`config.mk`:
```
export PLATFORM = sky130hd
export DESIGN_NAME = rv32_decode_stage
export DESIGN_NICKNAME = d
export VERILOG_FILES = /design/src/rtl/rv32_decode_stage.sv
export SDC_FILE = /design/constraint.sdc
export NUM_CORES = 1
export LEC_CHECK = 0
export ABC_AREA = 1
export CAP_MARGIN = 20
export CORE_AREA = 2 2 121 123
export DETAILED_ROUTE_END_ITERATION = 6
export DIE_AREA = 0 0 123 125
export HOLD_SLACK_MARGIN = 0.12
export MAX_ROUTING_LAYER = met4
export PLACE_DENSITY_LB_ADDON = 0.1
export SLEW_MARGIN = 40
export SYNTH_ARGS = -nofsm -noshare
export SYNTH_HDL_FRONTEND = slang
export SYNTH_SLANG_ARGS = --single-unit
```
`constraint.sdc`:
```
create_clock -name clk -period 8.96 [get_ports clk]
set_input_delay 0.896 -clock clk [delete_from_list [all_inputs] [get_ports clk]]
set_output_delay 0.896 -clock clk [all_outputs]
set_load 0.005 [all_outputs]
```
`src/rtl/rv32_decode_stage.sv`:
```
// rv32_decode_stage: registered RV32I field decoder with a valid/ready handshake on both sides.
// Define RV32_DECODE_SKID_EN for a main+skid buffer that removes the out_ready -> in_ready path.

package rv32_decode_pkg;

    typedef logic [31:0] rv32_inst_t;

    typedef struct packed {
        rv32_inst_t  inst;
        logic [6:0]  opcode;
        logic [4:0]  rd;
        logic [2:0]  funct3;
        logic [4:0]  rs1;
        logic [4:0]  rs2;
        logic [6:0]  funct7;
        logic [11:0] funct12;
        logic [31:0] imm;
        logic        decode_error;
    } rv32_fields_t;

    localparam logic [6:0] OPC_LOAD     = 7'b0000011;
    localparam logic [6:0] OPC_MISC_MEM = 7'b0001111;
    localparam logic [6:0] OPC_OP_IMM   = 7'b0010011;
    localparam logic [6:0] OPC_AUIPC    = 7'b0010111;
    localparam logic [6:0] OPC_STORE    = 7'b0100011;
    localparam logic [6:0] OPC_OP       = 7'b0110011;
    localparam logic [6:0] OPC_LUI      = 7'b0110111;
    localparam logic [6:0] OPC_BRANCH   = 7'b1100011;
    localparam logic [6:0] OPC_JALR     = 7'b1100111;
    localparam logic [6:0] OPC_JAL      = 7'b1101111;
    localparam logic [6:0] OPC_SYSTEM   = 7'b1110011;

    function automatic rv32_fields_t rv32_decode(input rv32_inst_t inst);
        rv32_fields_t f;
        logic         known;
        f         = '0;
        known     = 1'b1;
        f.inst    = inst;
        f.opcode  = inst[6:0];
        f.rd      = inst[11:7];
        f.funct3  = inst[14:12];
        f.rs1     = inst[19:15];
        f.rs2     = inst[24:20];
        f.funct7  = inst[31:25];
        f.funct12 = inst[31:20];
        case (inst[6:0])
            OPC_LOAD, OPC_MISC_MEM, OPC_OP_IMM, OPC_JALR, OPC_SYSTEM:
                f.imm = {{20{inst[31]}}, inst[31:20]};
            OPC_STORE:
                f.imm = {{20{inst[31]}}, inst[31:25], inst[11:7]};
            OPC_BRANCH:
                f.imm = {{19{inst[31]}}, inst[31], inst[7], inst[30:25], inst[11:8], 1'b0};
            OPC_LUI, OPC_AUIPC:
                f.imm = {inst[31:12], 12'b0};
            OPC_JAL:
                f.imm = {{11{inst[31]}}, inst[31], inst[19:12], inst[20], inst[30:21], 1'b0};
            OPC_OP:
                f.imm = '0;
            default:
                known = 1'b0;
        endcase
        f.decode_error = (inst[1:0] != 2'b11) || !known
            || ((inst[6:0] == OPC_BRANCH) && (inst[14:13] == 2'b01))
            || ((inst[6:0] == OPC_OP) && (inst[31:25] != 7'b0000000) && (inst[31:25] != 7'b0100000))
            || ((inst[6:0] == OPC_OP) && (inst[31:25] == 7'b0100000)
                && (inst[14:12] != 3'b000) && (inst[14:12] != 3'b101));
        return f;
    endfunction

endpackage

module rv32_decode_stage
    import rv32_decode_pkg::*;
(
    input  logic         clk,
    input  logic         rst,
    input  logic         flush,
    input  logic         in_valid,
    output logic         in_ready,
    input  rv32_inst_t   in_inst,
    input  logic [31:0]  in_pc,
    output logic         out_valid,
    input  logic         out_ready,
    output rv32_fields_t out_fields,
    output logic [31:0]  out_pc
);

    rv32_fields_t w_dec;
    logic         w_in_fire;
    logic         w_out_fire;

    logic         r_main_valid;
    rv32_fields_t r_main_fields;
    logic [31:0]  r_main_pc;

    assign w_dec      = rv32_decode(in_inst);
    assign w_in_fire  = in_valid && in_ready;
    assign w_out_fire = r_main_valid && out_ready;

    assign out_valid  = r_main_valid;
    assign out_fields = r_main_fields;
    assign out_pc     = r_main_pc;

`ifdef RV32_DECODE_SKID_EN
    logic         r_skid_valid;
    rv32_fields_t r_skid_fields;
    logic [31:0]  r_skid_pc;

    // rst gates in_ready directly so it is low the instant reset asserts.
    assign in_ready = !rst && !flush && !r_skid_valid;

    // NOTE: payload registers are reset too, because out_fields/out_pc must read zero during reset.
    always_ff @(posedge clk or posedge rst) begin
        if (rst) begin
            r_main_valid  <= 1'b0;
            r_main_fields <= '0;
            r_main_pc     <= '0;
            r_skid_valid  <= 1'b0;
            r_skid_fields <= '0;
            r_skid_pc     <= '0;
        end else if (flush) begin
            r_main_valid <= 1'b0;
            r_skid_valid <= 1'b0;
        end else if (!r_main_valid || w_out_fire) begin
            if (r_skid_valid) begin
                r_main_valid  <= 1'b1;
                r_main_fields <= r_skid_fields;
                r_main_pc     <= r_skid_pc;
                r_skid_valid  <= 1'b0;
            end else begin
                r_main_valid <= w_in_fire;
                if (w_in_fire) begin
                    r_main_fields <= w_dec;
                    r_main_pc     <= in_pc;
                end
            end
        end else if (w_in_fire) begin
            // Main is stalled: park the new word until main drains.
            r_skid_valid  <= 1'b1;
            r_skid_fields <= w_dec;
            r_skid_pc     <= in_pc;
        end
    end
`else
    assign in_ready = !rst && !flush && (!r_main_valid || out_ready);

    always_ff @(posedge clk or posedge rst) begin
        if (rst) begin
            r_main_valid  <= 1'b0;
            r_main_fields <= '0;
            r_main_pc     <= '0;
        end else if (flush) begin
            r_main_valid <= 1'b0;
        end else if (w_in_fire) begin
            r_main_valid  <= 1'b1;
            r_main_fields <= w_dec;
            r_main_pc     <= in_pc;
        end else if (w_out_fire) begin
            r_main_valid <= 1'b0;
        end
    end
`endif

endmodule

```
# [Word-level counts from Yosys, hierarchy flattened]
# Cells that the tools add are included.
[totals] ff_bits=142 in_bits=69 output_inout_bits=143 word_cells=60
[classes] n_eq_ne=16 mux=5 bitwise=1 n_reduce_logical=26
[ops] op="32-bit case mux with 5 select lines" n=1
[ops] op="7-bit by 6-bit equality test with 1-bit output (second input constant)" n=4
[ops] op="7-bit equality test (second input constant)" n=4
[ops] op="7-bit by 5-bit equality test with 1-bit output (second input constant)" n=2
[ops] op="11-bit OR reduction" n=1
[ops] op="1-bit logical AND" n=10
[ops] op="7-bit by 2-bit equality test with 1-bit output (second input constant)" n=1
[ops] op="7-bit by 4-bit equality test with 1-bit output (second input constant)" n=1
[ops] op="7-bit by 6-bit != test with 1-bit output (second input constant)" n=1
[ops] op="7-bit nonzero test" n=1
[ops] op="3-bit nonzero test" n=2
[ops] op="1-bit logical OR" n=5
[ops] op="5-bit OR reduction" n=1
[ops] op="1-bit zero test" n=4
[ops] op="1-bit 2-to-1 mux" n=4
[ops] op="3-bit != test (second input constant)" n=1
[ops] op="2-bit by 1-bit equality test with 1-bit output (second input constant)" n=1
[ops] op="2-bit != test (second input constant)" n=1
[ops] op="2-bit AND reduction" n=1
[ops] op="2-bit OR reduction" n=1
[ops] op="1-bit inverter" n=1

# [Logic depth before layout (Yosys ltp)]
[logic_depth] word_depth=8 ltp_mapped=11 mapped_depth_nobuf=10

# [Least setup slack after synthesis]
# No wires, ideal clock.
[synth_path] path_kind="input to output" startpoint="input rst" endpoint="output in_ready" arrival_time_ns=3.237 t_required_ns=8.064 setup_slack_ns=4.827 cell_stages=3 n_path_buf=0 path_cell_list="inv_1 -> nand2_1 -> nor2_1"
[synth_between] elab_chain_len=3
[synth_lines] element="start, declared" line_no="76" source="input logic rst,"
[synth_lines] element="1-bit zero test (no line)"
[synth_lines] element="1-bit logical AND (2 in a row)" line_no="145" source="assign in_ready = !rst && !flush && (!r_main_valid || out_ready);"
[synth_lines] element="end, declared" line_no="79" source="output logic in_ready,"
# No other way between the ends.

# [Worst setup path in the final report]
# Ends and elaborated chain as after synthesis.

==> impl_metrics.py <==
metrics = {
    "final_layout": {
        "drive_gt1_share_pct": 5.670,
        "utilization_pct": 49.37,
        "areaGrowthSynthToFinish_pct": 46.23,
        "finalNonFillerCells": 960,
        "final_nets": 841,
        "diodes": 0,
    },
    "sta": {
        "tns_ns": 0,
        "slew_headroom_pct": 52.57,
        "maxSlewViolCount": 0,
        "rsz0062_at_grt": "no",
        "setup_viol": 0,
        "fmax_mhz": 297.9,
        "fin_crit_ns": 3.357,
        "min_period_over_period_pct": 37.47,
        "holdWs_ns": 0.4770,
        "fin_skew_ns": 0.005115,
        "worst_slew_pin_slew_ns": 0.7114,
        "hold_violations": 0,
    },
    "synthesis": {
        "syn-cell-area_um2": 4796,
        "synth_fa_ha_area_share_pct": 0,
        "seq_area_frac_synth_pct": 51.13,
        "synth-compound-area-share_pct": 5.479,
        "synth_top_area_cell": "dfrtp_1",
        "synthDominantCellAreaShare_pct": 51.13,
        "synth_xor_area_share_pct": 0,
        "synthTopCellsByArea": "dfrtp_1, nand2_1, buf_4",
        "yosys.area_share.simple_pct": 30.86,
        "syn-num-nets": 688,
        "ys_types": 25,
        "avgSynthCellArea_um2": 7.748,
        "synth_top_family_by_area": "simple AND/OR/NAND/NOR gates",
        "muxShareOfSynthArea_pct": 0,
        "yosysWarnings": 0,
        "synth_seq_cells": 98,
        "synth_cells": 619,
    },
    "setup_path": {
        "crit_chain": "clkdlybuf4s50_1, inv_4, nand2_1, nor2_1, clkdlybuf4s50_1",
        "worstPathRequired_ns": 8.06,
        "cp.arrival_ns": 2.46,
        "critPathMaxStageDelay_ns": 0.51,
        "worst-path-max-fanout": 38,
        "worst-path-buf-inv": 3,
        "crit_family": "buffers and inverters",
        "crit_path_start_kind": "input pin",
        "slowest_stage": "clkdlybuf4s50_1",
        "crit_top_cell": "clkdlybuf4s50_1",
        "worstSetupPathType": "input pin to primary output",
        "end_kind": "primary output",
    },
    "cts": {
        "root_buffer": "clkbuf_16",
        "post-cts-setup-buffers": 0,
        "cts_buffer_depth": 2,
        "cts_tree": "yes",
        "cts_sinks": 98,
        "cts_max_level": 3,
        "cts_inserted_buffers": 9,
        "clk_pin_slew_ns": 0.07,
        "clk_latency_ns": 0.34,
        "cts-hold-fix-buffers": 0,
        "post_cts_resized": 0,
    },
    "floorplanning": {
        "dieHeight_um": 125,
        "start_util_pct": 33.76,
        "rows": 44,
        "coreArea_um2": 14200,
        "fp.dieW_um": 123,
        "die_area_um2": 15380,
        "io_pins": 212,
    },
    "detailed_routing": {
        "ant_nets": 0,
        "drtIter0Drc": 220,
        "wl_mm": 13.53,
        "drc": 0,
        "via_per_inst": 4.482,
        "wl_per_cell_um": 14.09,
        "vias": 4303,
        "dr.pass1.iters": 4,
    },
    "grt": {
        "grt_pass1_wl_mm": 21.87,
        "antenna_found_initial": 0,
        "grt-ovfl-total": 0,
        "grt_use_total_pct": 18.73,
        "first_global_vias": 4362,
        "grt_max_degree": 75,
    },
    "placement": {
        "portBuffers": 211,
        "placedCellCount": 945,
        "gp_congestion": 0.8350,
        "place_hpwl_mm": 9.689,
    },
    "power": {
        "peakVddDrop_uv": 80.45,
        "report.power.total_uw": 1269,
        "powerDensity_nw_per_um2": 181.0,
        "power_leakage_uw": 0.003533,
    },
    "flow_run": {
        "drv_cap": 0,
    },
    "status": {
        "outcome": "completed",
    },
    "worst_hold_path": {
        "hold_class": "register to register",
    },
}
[logic make-up after synthesis]
| logic type | after synthesis |
|---|---|
| and+or+nand+nor | 365 |
| buffers and inverters | 104 |
| DFF | 98 |
| AOI/OAI and AO/OA | 52 |
[worst min-delay path: stages, from the launching register on]
cell and delay [ns]:
dfrtp_1 0.34, nand2_1 0.05, nand2_1 0.06
[stage by stage]
stage                     cell area (µm²)  worst slack (ns)
after floorplan                      4796             4.827
after global placement               6691             5.350
after detailed placement             6694             5.571
after CTS                            7009             5.555
after global routing                 7013             5.468
final                                7013             5.603
[report_power, final]
part / internal [µW] / leakage [µW] / switching, µW
logic: 203 / 0.00212 / 112
registers: 499 / 0.00126 / 42.7
clock network: 244 / 0.000152 / 169
[metal layers]
layer / GRT usage (%) / up-vias / wire length [µm]
met5: - / - / 0
met4: 6.417 / 0 / 266
met1: 25.03 / 1980 / 6231
met3: 3.695 / 19 / 836
met2: 28.44 / 152 / 6195
li1: - / 2152 / -
[cell type report]
| type | count | area [µm²] |
|---|---|---|
| clock buffers | 9 | 225.2 |
| clock inverters | 6 | 90.09 |
| fillers | 1410 | 7191 |
| inverters | 33 | 128.9 |
| multi-input cells | 417 | 1755 |
| flip-flops and latches | 98 | 2452 |
| well taps | 184 | 230.2 |
| repair buffers | 213 | 2131 |
[sequential cells by signal (all words and copies together), names as in the netlist]
| name | cells |
|---|---|
| out_fields | 65 |
| out_pc | 32 |
| out_valid | 1 |
[Yosys cell counts]
cell type	number
nor2_1	40
or2_2	1
a21boi_1	1
clkbuf_1	9
buf_4	45
nand4_1	1
nand3_1	11
nand3_2	1
nor3_2	1
a21oi_1	14
nor2_4	2
nand2_4	2
buf_6	4
buf_2	9
nor2_8	1
dfrtp_1	98
inv_2	6
o21ai_0	37
nand2_1	294
buf_1	4
nor2_2	5
nand4_2	1
inv_1	27
nor3_1	1
nand2_2	4
[final timing paths]
| check | depth (start not counted) | slack (ns) | to | startpoint |
|---|---|---|---|---|
| min in group asynchronous | 2 | 0.96 | out_valid$_DFFE_PP0P_ | rst |
| worst max-delay path | 5 | 5.60 | in_ready | rst |
| worst min register to register | 2 | 0.48 | out_pc[21]$_DFFE_PP0P_ | out_pc[21]$_DFFE_PP0P_ |
| max in group asynchronous | 3 | 7.08 | out_fields[15]$_DFFE_PP0P_ | rst |
| worst max register to register | 6 | 6.70 | out_fields[0]$_DFFE_PP0P_ | out_valid$_DFFE_PP0P_ |
| worst min-delay path | 2 | 0.48 | out_pc[21]$_DFFE_PP0P_ | out_pc[21]$_DFFE_PP0P_ |
[cells in the final DEF (no fill, tap or decap)]
cell type and instances:
dfrtp_1 98, nor2_2 5, a21boi_1 1, nand3_1 10
or2_2 1, clkbuf_16 9, nor3_1 1, nand3_4 1
nand4_2 1, clkinvlp_4 1, nand4_1 1, a21oi_1 14
inv_6 1, bufinv_16 2, buf_4 1, clkdlybuf4s50_1 211
nand2_1 294, nand2_4 2, inv_4 2, buf_6 1
nor3_2 1, nor2_4 2, clkinv_2 1, clkinv_4 1
nand3_2 1, inv_2 6, nand2_2 4, nor2_1 40
inv_1 25, nor2_8 1, o21ai_0 37
Power figures use the tool's default switching activity.
